==> config.mk <==
export PLATFORM = sky130hd
export DESIGN_NAME = fpnew_slice_result_collector_flat
export DESIGN_NICKNAME = d
export VERILOG_FILES = /design/src/rtl/fpnew_slice_result_collector_pkg.sv /design/src/rtl/fpnew_slice_result_collector_if.sv /design/src/rtl/fpnew_slice_result_collector_rr_arbiter.sv /design/src/rtl/fpnew_slice_result_collector.sv /design/src/flat_wrapper.sv
export SDC_FILE = /design/constraint.sdc
export NUM_CORES = 1
export LEC_CHECK = 0
export BUFFER_PORTS_ARGS = -buffer_cell sky130_fd_sc_hd__buf_4
export CORE_UTILIZATION = 30
export CTS_CLUSTER_SIZE = 16
export DETAILED_ROUTE_END_ITERATION = 6
export PLACE_DENSITY = 0.66
export SLEW_MARGIN = 40
export SYNTH_ARGS = -nofsm -noshare
export SYNTH_HDL_FRONTEND = slang
export SYNTH_HIERARCHICAL = 1
export SYNTH_SLANG_ARGS = --single-unit
==> constraint.sdc <==
create_clock -name clk_i -period 14.55 [get_ports clk_i]
set_input_delay 0.7275 -clock clk_i [delete_from_list [all_inputs] [get_ports clk_i]]
set_output_delay 0.7275 -clock clk_i [all_outputs]
set_load 0.01 [all_outputs]
==> src/rtl/fpnew_slice_result_collector_pkg.sv <==
// Shared types and constants for the slice result collector.
// Optional sticky-status feature is enabled by defining FPNEW_COLLECTOR_STICKY_STATUS_EN.
package fpnew_slice_result_collector_pkg;

  // IEEE exception flags in fpnew order: invalid, div-by-zero, overflow, underflow, inexact.
  typedef struct packed {
    logic nv;
    logic dz;
    logic of_;
    logic uf;
    logic nx;
  } status_t;

  localparam int unsigned COLLECTOR_FIFO_DEPTH = 2;

  function automatic int unsigned src_idx_width(input int unsigned n);
    return (n > 1) ? $clog2(n) : 1;
  endfunction

endpackage

==> src/rtl/fpnew_slice_result_collector_if.sv <==
// Handshake bundle between the format slices, the collector and the FPU output side.
// Used by fpnew_slice_result_collector; optional FPNEW_COLLECTOR_STICKY_STATUS_EN ports live on the top.
interface fpnew_slice_result_collector_if #(
  parameter int unsigned NumInputs   = 4,
  parameter int unsigned Width       = 64,
  parameter int unsigned TagWidth    = 8,
  parameter int unsigned SrcIdxWidth = 2
);
  import fpnew_slice_result_collector_pkg::*;

  // Valid/ready: a transfer happens on a rising clock edge where both valid and ready
  // are high; the sender holds its bundle while valid is high and ready is low.
  logic [NumInputs-1:0]               in_valid_i;
  logic [NumInputs-1:0]               in_ready_o;
  logic [NumInputs-1:0][Width-1:0]    in_result_i;
  status_t [NumInputs-1:0]            in_status_i;
  logic [NumInputs-1:0]               in_ext_bit_i;
  logic [NumInputs-1:0][TagWidth-1:0] in_tag_i;

  logic                   out_valid_o;
  logic                   out_ready_i;
  logic [Width-1:0]       result_o;
  status_t                status_o;
  logic                   extension_bit_o;
  logic [TagWidth-1:0]    tag_o;
  logic [SrcIdxWidth-1:0] src_idx_o;

  modport slave (
    input  in_valid_i, in_result_i, in_status_i, in_ext_bit_i, in_tag_i, out_ready_i,
    output in_ready_o, out_valid_o, result_o, status_o, extension_bit_o, tag_o, src_idx_o
  );

  modport master (
    output in_valid_i, in_result_i, in_status_i, in_ext_bit_i, in_tag_i, out_ready_i,
    input  in_ready_o, out_valid_o, result_o, status_o, extension_bit_o, tag_o, src_idx_o
  );

endinterface

==> src/rtl/fpnew_slice_result_collector_rr_arbiter.sv <==
// Combinational round-robin search: first requester at or after ptr_i, wrapping at NumInputs-1.
// The priority pointer register is owned by the instantiating collector.
module fpnew_rr_arbiter #(
  parameter int unsigned NumInputs = 4,
  parameter int unsigned IdxWidth  = 2
) (
  input  logic [NumInputs-1:0] req_i,
  input  logic [IdxWidth-1:0]  ptr_i,
  output logic [NumInputs-1:0] gnt_onehot_o,
  output logic [IdxWidth-1:0]  gnt_idx_o,
  output logic                 valid_any_o
);

  int   idx;
  logic found;

  always_comb begin
    gnt_onehot_o = '0;
    gnt_idx_o    = '0;
    found        = 1'b0;
    idx          = 0;
    for (int i = 0; i < int'(NumInputs); i++) begin
      idx = int'(ptr_i) + i;
      if (idx >= int'(NumInputs)) idx = idx - int'(NumInputs);
      if (!found && req_i[idx]) begin
        found             = 1'b1;
        gnt_onehot_o[idx] = 1'b1;
        gnt_idx_o         = IdxWidth'(idx);
      end
    end
    valid_any_o = |req_i;
  end

endmodule

==> src/rtl/fpnew_slice_result_collector.sv <==
// Collects per-slice results round-robin into a 2-entry FIFO feeding one output stream.
// Define FPNEW_COLLECTOR_STICKY_STATUS_EN to add sticky_status_o / clear_status_i.
module fpnew_slice_result_collector
  import fpnew_slice_result_collector_pkg::*;
#(
  parameter int unsigned NumInputs   = 4,
  parameter int unsigned Width       = 64,
  parameter int unsigned TagWidth    = 8,
  parameter int unsigned SrcIdxWidth = src_idx_width(NumInputs)
) (
  input  logic clk_i,
  input  logic rst_i,
  fpnew_slice_result_collector_if.slave bus,
  input  logic flush_i,
  output logic busy_o
`ifdef FPNEW_COLLECTOR_STICKY_STATUS_EN
  ,
  output status_t sticky_status_o,
  input  logic    clear_status_i
`endif
);

  localparam int unsigned PtrWidth = $clog2(COLLECTOR_FIFO_DEPTH);
  localparam int unsigned CntWidth = $clog2(COLLECTOR_FIFO_DEPTH + 1);
  localparam logic [CntWidth-1:0]    FullCnt = CntWidth'(COLLECTOR_FIFO_DEPTH);
  localparam logic [SrcIdxWidth-1:0] LastIdx = SrcIdxWidth'(NumInputs - 1);

  typedef struct packed {
    logic [Width-1:0]       result;
    status_t                status;
    logic                   ext_bit;
    logic [TagWidth-1:0]    tag;
    logic [SrcIdxWidth-1:0] src_idx;
  } collector_entry_t;

  collector_entry_t fifo_q [COLLECTOR_FIFO_DEPTH];
  collector_entry_t wr_entry;
  collector_entry_t head;

  logic [PtrWidth-1:0]    rd_ptr_q, rd_ptr_d;
  logic [PtrWidth-1:0]    wr_ptr_q, wr_ptr_d;
  logic [CntWidth-1:0]    count_q, count_d;
  logic [SrcIdxWidth-1:0] rr_ptr_q, rr_ptr_d;

  logic [NumInputs-1:0]   gnt_onehot;
  logic [SrcIdxWidth-1:0] gnt_idx;
  logic                   valid_any;
  logic                   space;
  logic                   push;
  logic                   pop;

  fpnew_rr_arbiter #(
    .NumInputs (NumInputs),
    .IdxWidth  (SrcIdxWidth)
  ) i_arbiter (
    .req_i        (bus.in_valid_i),
    .ptr_i        (rr_ptr_q),
    .gnt_onehot_o (gnt_onehot),
    .gnt_idx_o    (gnt_idx),
    .valid_any_o  (valid_any)
  );

  // Space depends only on registered count, so ready never follows out_ready_i
  // combinationally; holding ready low in reset keeps stray handshakes out.
  assign space          = (count_q < FullCnt) & ~flush_i & ~rst_i;
  assign bus.in_ready_o = gnt_onehot & {NumInputs{space}};
  assign push           = valid_any & space;
  assign pop            = bus.out_valid_o & bus.out_ready_i;

  always_comb begin
    wr_entry         = '0;
    wr_entry.result  = bus.in_result_i[gnt_idx];
    wr_entry.status  = bus.in_status_i[gnt_idx];
    wr_entry.ext_bit = bus.in_ext_bit_i[gnt_idx];
    wr_entry.tag     = bus.in_tag_i[gnt_idx];
    wr_entry.src_idx = gnt_idx;
  end

  always_comb begin
    count_d  = count_q;
    rd_ptr_d = rd_ptr_q;
    wr_ptr_d = wr_ptr_q;
    rr_ptr_d = rr_ptr_q;
    if (flush_i) begin
      count_d  = '0;
      rd_ptr_d = '0;
      wr_ptr_d = '0;
    end else begin
      if (push) wr_ptr_d = wr_ptr_q + 1'b1;
      if (pop)  rd_ptr_d = rd_ptr_q + 1'b1;
      case ({push, pop})
        2'b10:   count_d = count_q + 1'b1;
        2'b01:   count_d = count_q - 1'b1;
        default: count_d = count_q;
      endcase
    end
    if (push) rr_ptr_d = (gnt_idx == LastIdx) ? '0 : gnt_idx + 1'b1;
  end

  always_ff @(posedge clk_i or posedge rst_i) begin
    if (rst_i) begin
      count_q  <= '0;
      rd_ptr_q <= '0;
      wr_ptr_q <= '0;
      rr_ptr_q <= '0;
    end else begin
      count_q  <= count_d;
      rd_ptr_q <= rd_ptr_d;
      wr_ptr_q <= wr_ptr_d;
      rr_ptr_q <= rr_ptr_d;
    end
  end

  always_ff @(posedge clk_i or posedge rst_i) begin
    if (rst_i) begin
      for (int unsigned i = 0; i < COLLECTOR_FIFO_DEPTH; i++) fifo_q[i] <= '0;
    end else if (push) begin
      fifo_q[wr_ptr_q] <= wr_entry;
    end
  end

  // Outputs come straight from the head slot, so they hold while the sink stalls.
  assign head                = fifo_q[rd_ptr_q];
  assign bus.out_valid_o     = (count_q != '0);
  assign bus.result_o        = head.result;
  assign bus.status_o        = head.status;
  assign bus.extension_bit_o = head.ext_bit;
  assign bus.tag_o           = head.tag;
  assign bus.src_idx_o       = head.src_idx;

  assign busy_o = (count_q != '0) | (|bus.in_valid_i);

`ifdef FPNEW_COLLECTOR_STICKY_STATUS_EN
  status_t sticky_q, sticky_d;

  // A pop coinciding with a clear still lands in the freshly cleared value.
  always_comb begin
    sticky_d = clear_status_i ? status_t'('0) : sticky_q;
    if (pop) sticky_d = status_t'(sticky_d | head.status);
  end

  always_ff @(posedge clk_i or posedge rst_i) begin
    if (rst_i) sticky_q <= '0;
    else       sticky_q <= sticky_d;
  end

  assign sticky_status_o = sticky_q;
`endif

endmodule

==> src/flat_wrapper.sv <==
// flat-port wrapper written by rule: the top's interface ports become plain ports
module fpnew_slice_result_collector_flat import fpnew_slice_result_collector_pkg::*;
#(
  parameter int unsigned NumInputs   = 4,
  parameter int unsigned Width       = 64,
  parameter int unsigned TagWidth    = 8,
  parameter int unsigned SrcIdxWidth = src_idx_width(NumInputs)
)
  (clk_i, rst_i, flush_i, busy_o, bus_in_valid_i, bus_in_result_i, bus_in_status_i, bus_in_ext_bit_i, bus_in_tag_i, bus_out_ready_i, bus_in_ready_o, bus_out_valid_o, bus_result_o, bus_status_o, bus_extension_bit_o, bus_tag_o, bus_src_idx_o);
  fpnew_slice_result_collector_if #(.NumInputs(NumInputs), .Width(Width), .TagWidth(TagWidth), .SrcIdxWidth(SrcIdxWidth)) bus_i ();
  input  logic clk_i;
  input  logic rst_i;
  input  logic flush_i;
  output logic busy_o;
  input wire logic [$bits(bus_i.in_valid_i)-1:0] bus_in_valid_i;
  input wire logic [$bits(bus_i.in_result_i)-1:0] bus_in_result_i;
  input wire logic [$bits(bus_i.in_status_i)-1:0] bus_in_status_i;
  input wire logic [$bits(bus_i.in_ext_bit_i)-1:0] bus_in_ext_bit_i;
  input wire logic [$bits(bus_i.in_tag_i)-1:0] bus_in_tag_i;
  input wire logic [$bits(bus_i.out_ready_i)-1:0] bus_out_ready_i;
  output wire logic [$bits(bus_i.in_ready_o)-1:0] bus_in_ready_o;
  output wire logic [$bits(bus_i.out_valid_o)-1:0] bus_out_valid_o;
  output wire logic [$bits(bus_i.result_o)-1:0] bus_result_o;
  output wire logic [$bits(bus_i.status_o)-1:0] bus_status_o;
  output wire logic [$bits(bus_i.extension_bit_o)-1:0] bus_extension_bit_o;
  output wire logic [$bits(bus_i.tag_o)-1:0] bus_tag_o;
  output wire logic [$bits(bus_i.src_idx_o)-1:0] bus_src_idx_o;
  assign bus_i.in_valid_i = bus_in_valid_i;
  assign bus_i.in_result_i = bus_in_result_i;
  assign bus_i.in_status_i = bus_in_status_i;
  assign bus_i.in_ext_bit_i = bus_in_ext_bit_i;
  assign bus_i.in_tag_i = bus_in_tag_i;
  assign bus_i.out_ready_i = bus_out_ready_i;
  assign bus_in_ready_o = bus_i.in_ready_o;
  assign bus_out_valid_o = bus_i.out_valid_o;
  assign bus_result_o = bus_i.result_o;
  assign bus_status_o = bus_i.status_o;
  assign bus_extension_bit_o = bus_i.extension_bit_o;
  assign bus_tag_o = bus_i.tag_o;
  assign bus_src_idx_o = bus_i.src_idx_o;
  fpnew_slice_result_collector #(.NumInputs(NumInputs), .Width(Width), .TagWidth(TagWidth), .SrcIdxWidth(SrcIdxWidth)) u_core (.clk_i(clk_i), .rst_i(rst_i), .bus(bus_i), .flush_i(flush_i), .busy_o(busy_o));
endmodule
==> impl_metrics.toml, run 1 <==
[logic_synthesis]
syn_area_sq_um = 9558
number_of_flip_flops_and_latches_in_the_synthesized_netlist = 166
synth_async_reset_ratio_pct = 100.0
yosysUniqueCellTypes = 44
synth.avg_cell_area_sq_um = 15.64
yosysTopAreaCell = "sky130_fd_sc_hd__dfrtp_1"
postSynthNetCount = 940
synth_top_area_share_pct = 43.46
synthesis.instances = 611
seq_area_frac_synth_pct = 43.46
synth-warning-count = 6
synthTopCellsByArea = "sky130_fd_sc_hd__dfrtp_1, sky130_fd_sc_hd__mux2_2, sky130_fd_sc_hd__mux4_2, sky130_fd_sc_hd__mux2_1, sky130_fd_sc_hd__ha_1"
synth-edff-count = 0
dominantRegCellSynth = "sky130_fd_sc_hd__dfrtp_1"

[critical_path]
critPathMaxFanout = 28
critical_path.endpoint_type = "flip-flop"
rr_startpoint = "u_core/rr_ptr_q[0]"
critPathArrivalTime_ps = 4370
timing.critical_path.required_ps = 14850
timing_worst_setup_path_type = "reg2reg"
worst_setup_path_startpoint = "u_core/rr_ptr_q[0]"
worstSetupStartpointType = "flip-flop"

[clocking]
cts_tree = "done"
cts_made_buffers = 17
htree_levels = 4
numClockSinks = 166
cts-resized-gates = 0
max-clock-path-buffers = 2
clk_pin_slew_worst_paths_ps = 60
post_cts_hold_buffer_count = 0
clock_insertion_delay_worst_skew_ps = 430
post_cts_buffers = 0
cts-root-buf = "sky130_fd_sc_hd__clkbuf_16"

[run]
number_of_max_cap_violations = 0

[sta]
final-hold-violation-count = 0
fin_worst_skew_ps = 9.123
max_slew_margin_pct = 49.20
report.final.setup_viol = 0
number_of_pins_with_negative_max_slew_slack_in_the_final_report = 0
final_tns_setup_ps = 0
fin_crit_sh_pct = 28.00
fin_hold_ws_ps = 440.0
grt_setup_unrepaired = "false"
layout_min_cycle_time_ps = 4074
worstMarginPinSlew_ps = 762.0
setup_slack_ps = 10480
max_clock_freq_mhz = 245.4

[final_layout]
area_delta_synth_final_pct = 42.36
layout.core_utilization_pct = 43.91
layout.nets = 1328
antenna_cells_inserted = 0
layout.cells.most_common = "sky130_fd_sc_hd__buf_4"
share_of_layout_cells_above_drive_strength_1_pct = 75.87
layout.filler_cells = 2860
mostFrequentLayoutCells = "sky130_fd_sc_hd__buf_4, sky130_fd_sc_hd__mux2_2, sky130_fd_sc_hd__dfrtp_1, sky130_fd_sc_hd__mux4_2, sky130_fd_sc_hd__clkbuf_16"

[route]
drt-pass1-iter-count = 5
drt_first_iter_violations = 191
drt-vias-per-instance = 4.957
antenna_left = 0
num_vias = 6975
wl_per_cell_um = 18.84
number_of_drc_violations_after_detailed_routing = 0
drt_wl_total_um = 26510

[power_and_ir_drop]
pwr-share-clk_pct = 16.8
switching_share_pct = 34.19
p_leak_uw = 0.006039
power-per-cell-area_nw_per_um2 = 216.7
combPwrFrac_pct = 55.8
sequentialPowerShare_pct = 27.4
power_switching_uw = 1008
p_int_uw = 1941
vdd_drop_max_mv = 0.1450

[global_route]
pin_count_of_the_biggest_net_entering_global_routing = 103
grt.total_usage_pct = 16.52
grt_overflow_total = 0
first_pass_grt_wire_length_um = 41950
grt_pass1_vias = 7706
grt_antenna_before_repair = 0

[floorplan]
core-area_sq_um = 30990
die_area_sq_um = 32580
floorplan.initialDensity_pct = 30.84
io_pins = 406
std_cell_rows = 64
die_w_um = 180.5
chipHeight_um = 180.5

[run_status]
outcome = "complete, no violations"

[place]
buffers_on_ports = 405
post_dp_hpwl_um = 19530
post-place-ws_ps = 10360
gp_routability_congestion = 0.7763

[hold_path]
hold_path_class = "in2async"
==> synthesized netlist by cell type, types with 2 or more instances <==
library cell / n
sky130_fd_sc_hd__a22oi_1: 8
sky130_fd_sc_hd__mux2i_1: 2
sky130_fd_sc_hd__and2_1: 4
sky130_fd_sc_hd__mux4_2: 81
sky130_fd_sc_hd__clkbuf_1: 19
sky130_fd_sc_hd__nand2_1: 7
sky130_fd_sc_hd__buf_2: 17
sky130_fd_sc_hd__nor2_1: 4
sky130_fd_sc_hd__mux2_1: 13
sky130_fd_sc_hd__dfrtp_1: 166
sky130_fd_sc_hd__o31ai_1: 2
sky130_fd_sc_hd__o21ai_0: 3
sky130_fd_sc_hd__ha_1: 9
sky130_fd_sc_hd__nand2b_1: 2
sky130_fd_sc_hd__inv_1: 3
sky130_fd_sc_hd__buf_6: 9
sky130_fd_sc_hd__nor3_1: 2
sky130_fd_sc_hd__o21ai_1: 6
sky130_fd_sc_hd__mux2_2: 228
sky130_fd_sc_hd__a21oi_1: 2
==> final timing paths <==
path / end / slack, ps / depth (start not counted)
worst max-delay path: u_core/fifo_q[124] / 10480 / 10
worst min-delay path: u_core/fifo_q[73] / 440 / 2
min in group clk_i: u_core/fifo_q[132] / 480 / 1
worst max register to register: u_core/fifo_q[124] / 10480 / 10
worst min register to register: u_core/fifo_q[132] / 480 / 1
max in group asynchronous: u_core/fifo_q[66] / 12960 / 3
==> worst max-delay path, stage by stage (launching register included) <==
cell	delay, ps
sky130_fd_sc_hd__dfrtp_1	780
sky130_fd_sc_hd__inv_1	210
sky130_fd_sc_hd__ha_1	510
sky130_fd_sc_hd__mux4_2	480
sky130_fd_sc_hd__nor2b_4	220
sky130_fd_sc_hd__o21ai_1	120
sky130_fd_sc_hd__o31ai_4	120
sky130_fd_sc_hd__buf_4	320
sky130_fd_sc_hd__buf_12	270
sky130_fd_sc_hd__mux4_2	570
sky130_fd_sc_hd__mux2_1	310
==> state kept, by name, summed over array words and instances (netlist names) <==
signal and cells:
u_core/rd_ptr_q 1, u_core/rr_ptr_q 2, u_core/wr_ptr_q 1, u_core/fifo_q 160
u_core/count_q 2
==> layout make-up <==
| type | count | area, sq um | area share, % |
|---|---|---|---|
| multi-input combinational | 396 | 5166 | 37.97 |
| timing repair buffer | 414 | 3128 | 22.99 |
| clock buffer | 19 | 432.9 | 3.182 |
| sequential | 166 | 4158 | 30.56 |
| tap | 396 | 495.5 | 3.641 |
| inverter | 4 | 22.52 | 0.1655 |
| clock inverter | 12 | 203.9 | 1.499 |
==> cells by family after synthesis <==
family | count (synthesis) | share of synthesized area, %
xor gates and xnor gates | 2 | 0.1833
DFF | 166 | 43.46
buffers and inverters | 49 | 2.854
AOI/OAI and AO/OA | 27 | 1.872
muxes | 325 | 47.96
adders and majority gates | 9 | 1.178
and+or+nand+nor | 33 | 2.487
==> per-layer routing <==
metal | up-vias | GRT usage (%) | routed length (um)
met5 | - | 0 | 0
met4 | 0 | 4.274 | 345
met3 | 19 | 5.234 | 1922
met2 | 283 | 29.46 | 13660
met1 | 3517 | 19.03 | 10580
li1 | 3156 | - | -
==> power groups by stage <==
stage                     Sequential (uW)  Combinational, uW  Clock (uW)
after floorplan                       771               1180           0
after global placement                805               1630           0
final                                 807               1650         496
after global routing                  838               1790         532
after CTS                             806               1670         514
after detailed placement              815               1660           0
==> per-stage QoR <==
stage / total power [uW] / instance area (sq um) / std cells
detailed placement: 2472 / 12950 / 1375
global placement: 2438 / 12940 / 1375
CTS: 2986 / 13580 / 1406
floorplan: 1953 / 9558 / 611
finish: 2949 / 13610 / 1407
global route: 3156 / 13610 / 1407
Note: power is estimated with default switching activity, not from simulation.
==> inputs of run 2 (changes only) <==
Settings changed: ABC_AREA set to 1, PLACE_DENSITY 0.66 to 0.65.
Clock period 14.55 ns to 3.8 ns, I/O delays scaled along.
==> impl_metrics.toml, run 2 <==
[run_status]
outcome = "complete, no violations"

[final_layout]
layout.nets = 2181
mostFrequentLayoutCells = "sky130_fd_sc_hd__buf_4, sky130_fd_sc_hd__nand2_1, sky130_fd_sc_hd__o21ai_0, sky130_fd_sc_hd__nor2_1, sky130_fd_sc_hd__dfrtp_1"
regMostFlops = "u_core/fifo_q"
number_of_flip_flops_in_the_largest_register = 160
layout.cells.most_common = "sky130_fd_sc_hd__buf_4"
layout.filler_cells = 3498
share_of_layout_cells_above_drive_strength_1_pct = 25.68
seqCellArea_sq_um = 4158
area_delta_synth_final_pct = 37.83
multi_input_combinational_cell_area_sq_um = 5156
largest_registers = "u_core/fifo_q x160, u_core/count_q x2, u_core/rr_ptr_q x2"

[clocking]
cts_made_buffers = 17
numClockSinks = 166
post_cts_hold_buffer_count = 0
cts-resized-gates = 0
clk_pin_slew_worst_paths_ps = 80
cts-root-buf = "sky130_fd_sc_hd__clkbuf_16"
max-clock-path-buffers = 2
post_cts_buffers = 0
clock_insertion_delay_worst_skew_ps = 430
cts_tree = "done"
htree_levels = 4

[power_and_ir_drop]
p_leak_uw = 0.006803
combPwrFrac_pct = 64.4
power_switching_uw = 6500
switching_share_pct = 49.71
power-per-cell-area_nw_per_um2 = 923.3
p_int_uw = 6577
vdd_drop_max_mv = 0.5687
pwr-share-clk_pct = 13.0
sequentialPowerShare_pct = 22.6

[global_route]
pin_count_of_the_biggest_net_entering_global_routing = 95
first_pass_grt_wire_length_um = 55500
grt_pass1_vias = 10740
grt.total_usage_pct = 19.65
grt_overflow_total = 0
grt_antenna_before_repair = 0

[sta]
grt_setup_unrepaired = "false"
fin_crit_sh_pct = 79.95
report.final.setup_viol = 0
fin_hold_ws_ps = 65.89
worstMarginPinSlew_ps = 784.7
setup_slack_ps = 761.8
layout_min_cycle_time_ps = 3038
final-hold-violation-count = 0
max_clock_freq_mhz = 329.1
number_of_pins_with_negative_max_slew_slack_in_the_final_report = 0
final_tns_setup_ps = 0
max_slew_margin_pct = 47.69
fin_worst_skew_ps = 22.33

[logic_synthesis]
synth_async_reset_ratio_pct = 100.0
post-synth-top-count-cell = "sky130_fd_sc_hd__nand2_1"
post_synth_most_frequent_cells = "sky130_fd_sc_hd__nand2_1, sky130_fd_sc_hd__o21ai_0, sky130_fd_sc_hd__nor2_1, sky130_fd_sc_hd__dfrtp_1, sky130_fd_sc_hd__o21ai_1"
synthTopCellsByArea = "sky130_fd_sc_hd__dfrtp_1, sky130_fd_sc_hd__o21ai_0, sky130_fd_sc_hd__nand2_1, sky130_fd_sc_hd__nor2_1, sky130_fd_sc_hd__o21ai_1"
synth_top_area_share_pct = 40.43
synth-edff-count = 0
yosysTopAreaCell = "sky130_fd_sc_hd__dfrtp_1"
synth.avg_cell_area_sq_um = 6.742
syn_area_sq_um = 10270
seq_area_frac_synth_pct = 40.43
yosysUniqueCellTypes = 31
postSynthNetCount = 1853
dominantRegCellSynth = "sky130_fd_sc_hd__dfrtp_1"
synthesis.instances = 1524
synth-warning-count = 6
number_of_flip_flops_and_latches_in_the_synthesized_netlist = 166

[route]
wl_per_cell_um = 14.84
number_of_drc_violations_after_detailed_routing = 0
drt-pass1-iter-count = 5
drt-vias-per-instance = 4.783
drt_first_iter_violations = 549
num_vias = 11070
antenna_left = 0
drt_wl_total_um = 34330

[critical_path]
critical_path.endpoint_type = "flip-flop"
ff2ff_setup_slack_ps = 760
critPathMaxFanout = 74
timing.critical_path.required_ps = 4150
timing_worst_setup_path_type = "reg2reg"
critPathArrivalTime_ps = 3380
worstSetupStartpointType = "flip-flop"

[floorplan]
die_area_sq_um = 34990
io_pins = 406
chipHeight_um = 187.1
std_cell_rows = 67
die_w_um = 187.1
core-area_sq_um = 33620
floorplan.initialDensity_pct = 30.57

[place]
gp_routability_congestion = 0.8665
buffers_on_ports = 405
post_dp_hpwl_um = 24060
post-place-ws_ps = 811.4

[hold_path]
hold_path_class = "in2async"

[run]
number_of_max_cap_violations = 0
run 2: cell types whose count changed after synthesis, moves of 24 or more:
cell	before	now
sky130_fd_sc_hd__buf_2	17	41
sky130_fd_sc_hd__inv_1	3	100
sky130_fd_sc_hd__mux4_2	81	0
sky130_fd_sc_hd__o21ai_1	6	157
sky130_fd_sc_hd__clkbuf_1	19	45
sky130_fd_sc_hd__o21ai_0	3	319
sky130_fd_sc_hd__mux2_2	228	0
sky130_fd_sc_hd__nor2_1	4	247
sky130_fd_sc_hd__nand2_1	7	349
sky130_fd_sc_hd__nand3_1	0	25
run 2: worst max-delay path, cell delays in order, from the launching register on:
cell and delay, ps:
sky130_fd_sc_hd__dfrtp_1 530, sky130_fd_sc_hd__bufinv_8 270, sky130_fd_sc_hd__ha_1 320, sky130_fd_sc_hd__inv_1 120, sky130_fd_sc_hd__nand3_1 80, sky130_fd_sc_hd__nand2_1 110
sky130_fd_sc_hd__nand3_1 80, sky130_fd_sc_hd__nor2_1 130, sky130_fd_sc_hd__nor2_1 80, sky130_fd_sc_hd__nor2_4 190, sky130_fd_sc_hd__buf_12 310, sky130_fd_sc_hd__nor2_1 100
sky130_fd_sc_hd__nor2_1 120, sky130_fd_sc_hd__o21ai_0 100, sky130_fd_sc_hd__o21ai_1 160, sky130_fd_sc_hd__nand2_1 80, sky130_fd_sc_hd__o21ai_1 100
run 2: logic make-up (layout without fill, tap and decap cells):
| group | count (synthesis) | in the layout | synth area share, % |
|---|---|---|---|
| flops | 166 | 166 | 40.43 |
| other cells | 0 | 1 | 0 |
| fa+ha+maj | 9 | 9 | 1.096 |
| simple gates | 640 | 640 | 24.88 |
| buf+inv | 220 | 561 | 9.608 |
| compound gates | 489 | 489 | 23.99 |
run 2: per-stage QoR:
stage	power (uW)	std cells	instance area, sq um	utilization [%]
2_1_floorplan	8814	1524	10280	-
3_3_place_gp	11310	2281	13580	40.39
3_5_place_dp	11440	2281	13590	40.41
4_1_cts	13200	2313	14150	42.10
5_1_grt	14420	2313	14160	42.12
6_report	13080	2314	14160	42.13
run 2: power by group through the flow:
stage	registers [uW]	logic, uW	clock network (uW)
global route	3060	9530	1830
global placement	2960	8350	0
finish	2960	8420	1690
detailed placement	2990	8450	0
floorplan	2870	5940	0
CTS	2960	8480	1760
run 2: final cells by class:
| cell class | count | area share [%] |
|---|---|---|
| tap | 448 | 3.958 |
| sequential | 166 | 29.36 |
| clock inverter | 14 | 0.9718 |
| antenna | 1 | 0.01767 |
| clock buffer | 18 | 3.030 |
| timing repair buffer | 423 | 23.24 |
| inverter | 106 | 3.021 |
| multi-input combinational | 1138 | 36.41 |
run 2: worst paths after layout:
| path | start | endpoint | cells past startpoint |
|---|---|---|---|
| setup / recovery | u_core/rr_ptr_q[1] | u_core/fifo_q[116] | 16 |
| min in group clk_i | bus_in_tag_i[31] | u_core/fifo_q[9] | 5 |
| hold reg to reg | u_core/fifo_q[1] | u_core/fifo_q[1] | 1 |
| hold / removal | rst_i | u_core/fifo_q[51] | 3 |
| setup reg to reg | u_core/rr_ptr_q[1] | u_core/fifo_q[116] | 16 |
| max in group asynchronous | rst_i | u_core/rd_ptr_q | 4 |
run 2: per-layer routing:
metal	global-route usage [%]	up-vias	wire [um]
li1	-	5586	-
met4	6.084	0	688
met1	23.92	5110	14740
met5	0	-	0
met2	34.76	341	16880
met3	3.846	30	2018
==> inputs of run 3 (changes only) <==
Settings changed: PLACE_DENSITY 0.65 to 0.67.
Clock period 3.8 ns to 2.55 ns, I/O delays scaled along.
==> impl_metrics.toml, run 3 (same netlist as run 2, synthesis figures left out) <==
[route]
drt_first_iter_violations = 775
wl_per_cell_um = 16.72
antenna_left = 0
drt-pass1-iter-count = 5
drt-vias-per-instance = 4.973
number_of_drc_violations_after_detailed_routing = 0
num_vias = 11760
drt_wl_total_um = 39550

[global_route]
pin_count_of_the_biggest_net_entering_global_routing = 87
grt_pass1_vias = 11240
grt.total_usage_pct = 20.56
grt_antenna_before_repair = 1
first_pass_grt_wire_length_um = 57680
grt_overflow_total = 0

[final_layout]
area_delta_synth_final_pct = 49.03
regMostFlops = "u_core/fifo_q"
seqCellArea_sq_um = 4160
multi_input_combinational_cell_area_sq_um = 5371
antenna_cells_inserted = 0
layout.core_utilization_pct = 45.55
number_of_flip_flops_in_the_largest_register = 160
mostFrequentLayoutCells = "sky130_fd_sc_hd__buf_4, sky130_fd_sc_hd__nand2_1, sky130_fd_sc_hd__o21ai_0, sky130_fd_sc_hd__nor2_1, sky130_fd_sc_hd__o21ai_1"
layout.nets = 2233
largest_registers = "u_core/fifo_q x160, u_core/count_q x2, u_core/rr_ptr_q x2"
layout.cells.most_common = "sky130_fd_sc_hd__buf_4"
share_of_layout_cells_above_drive_strength_1_pct = 30.57
layout.filler_cells = 3305

[critical_path]
crit-reg2reg-capture = "u_core/fifo_q[126]"
rr_startpoint = "u_core/rr_ptr_q[0]"
timing.critical_path.required_ps = 2860
worstSetupStartpointType = "flip-flop"
timing_worst_setup_path_type = "reg2reg"
critical_path.cell_chain = "buf_6 > nand2_2 > nand3_1 > nand2_2 > nand2_1 > nor2_4 > nor2_2 > nor2_4 > buf_12 > inv_8 > buf_12 > buf_4 > o21ai_1 > o21ai_2 > nand2_1 > o21ai_1"
worst_setup_path_startpoint = "u_core/rr_ptr_q[0]"
setup.worst_path.end = "u_core/fifo_q[126]"
timing.reg2reg.worst_path_depth = 16
critPathMaxFanout = 13
cp.buffers_inverters = 5
critPathArrivalTime_ps = 2790
ff2ff_setup_slack_ps = 70
critPathTopFamily = "simple AND/OR/NAND/NOR gates"
critical_path.endpoint_type = "flip-flop"
max_stage_delay_ps = 450
cp_slowest_cell = "sky130_fd_sc_hd__dfrtp_2"
crit_cells = 16

[power_and_ir_drop]
sequentialPowerShare_pct = 17.5
pwr-share-clk_pct = 10.7
power-per-cell-area_nw_per_um2 = 1632
combPwrFrac_pct = 71.8
switching_share_pct = 47.95
p_int_uw = 13010
power_uw = 24990
power_switching_uw = 11980
vdd_drop_max_mv = 0.9238
p_leak_uw = 0.007306

[clocking]
numClockSinks = 166
cts_tree = "done"
max-clock-path-buffers = 2
clock_insertion_delay_worst_skew_ps = 430
cts-root-buf = "sky130_fd_sc_hd__clkbuf_16"
htree_levels = 4
clk_pin_slew_worst_paths_ps = 70
cts_made_buffers = 17

[floorplan]
std_cell_rows = 67
chipHeight_um = 187.1
floorplan.initialDensity_pct = 30.57
die_w_um = 187.1
die_area_sq_um = 34990
core-area_sq_um = 33620
io_pins = 406

[run_status]
outcome = "complete, no violations"

[sta]
max_slew_margin_pct = 49.51
grt_setup_unrepaired = "true"
final_tns_setup_ps = 0
fin_crit_sh_pct = 97.24
worstMarginPinSlew_ps = 757.3
number_of_pins_with_negative_max_slew_slack_in_the_final_report = 0
layout_min_cycle_time_ps = 2480
report.final.setup_viol = 0
max_clock_freq_mhz = 403.3
fin_worst_skew_ps = 10.09
final-hold-violation-count = 0

[place]
post_dp_hpwl_um = 24490
gp_routability_congestion = 0.8769
buffers_on_ports = 405

[hold_path]
timing.hold.worst_path_depth = 5
hold_path_startpoint = "bus_in_status_i[16]"
hold_path_class = "in2reg"

[run]
number_of_max_cap_violations = 0
## run 3: worst min path at each step
stage	endpoint	slack [ps]
after floorplan	u_core/wr_ptr_q	330
after global placement	u_core/fifo_q[1]	470
after detailed placement	u_core/fifo_q[33]	350
after CTS	u_core/rd_ptr_q	20
after global routing	u_core/fifo_q[12]	40
final	u_core/fifo_q[12]	10
## run 3: timing repair
item / 4_1_cts / 5_1_grt
gates resized for setup: 20 / 127
pin swaps: 1 / 18
setup endpoints to repair: 154 / 162
cloned: 3 / 11
endpoints found under the hold margin: 80 / 0
setup buffers: 7 / 6
hold buffers: 1 / 0
## run 3: power by group through the flow
stage          sequential, uW  clock [uW]  combinational [uW]
3_3_place_gp             4350           0               13400
6_report                 4380        2680               17900
5_1_grt                  4520        2850               19400
4_1_cts                  4370        2760               14900
3_5_place_dp             4410           0               13600
2_1_floorplan            4280           0                8880
## run 3: stage by stage
stage / cell area [sq um] / cells / hold slack (ps) / worst slack (ps)
floorplan: 10340 / 1524 / 333.3 / -1093
global placement: 13870 / 2304 / 473.4 / -221.0
detailed placement: 13900 / 2305 / 354.1 / -293.8
CTS: 14730 / 2348 / 24.77 / -1.796
global route: 15310 / 2365 / 40.71 / -49.81
finish: 15310 / 2365 / 13.01 / 70.39
## run 3: metal layers
metal	part of all wire (%)	GRT usage, %
met5	0	0
met4	3.2	8.417
met3	6.7	4.278
met2	49	34.50
met1	42	25.64
## run 3: layout make-up
type / instances / area share, %
timing repair buffer: 475 / 27.36
clock buffer: 17 / 2.778
inverter: 106 / 2.868
sequential: 166 / 27.17
multi-input combinational: 1138 / 35.08
clock inverter: 15 / 1.087
tap: 448 / 3.661
## run 3: worst reg2reg max path: cells and delay by family (launching register included)
family,cells,cell delay (ps)
AO/OA/AOI/OAI,3,310
buffers and inverters,5,730
flip-flops,1,450
AND/OR/NAND/NOR,8,870
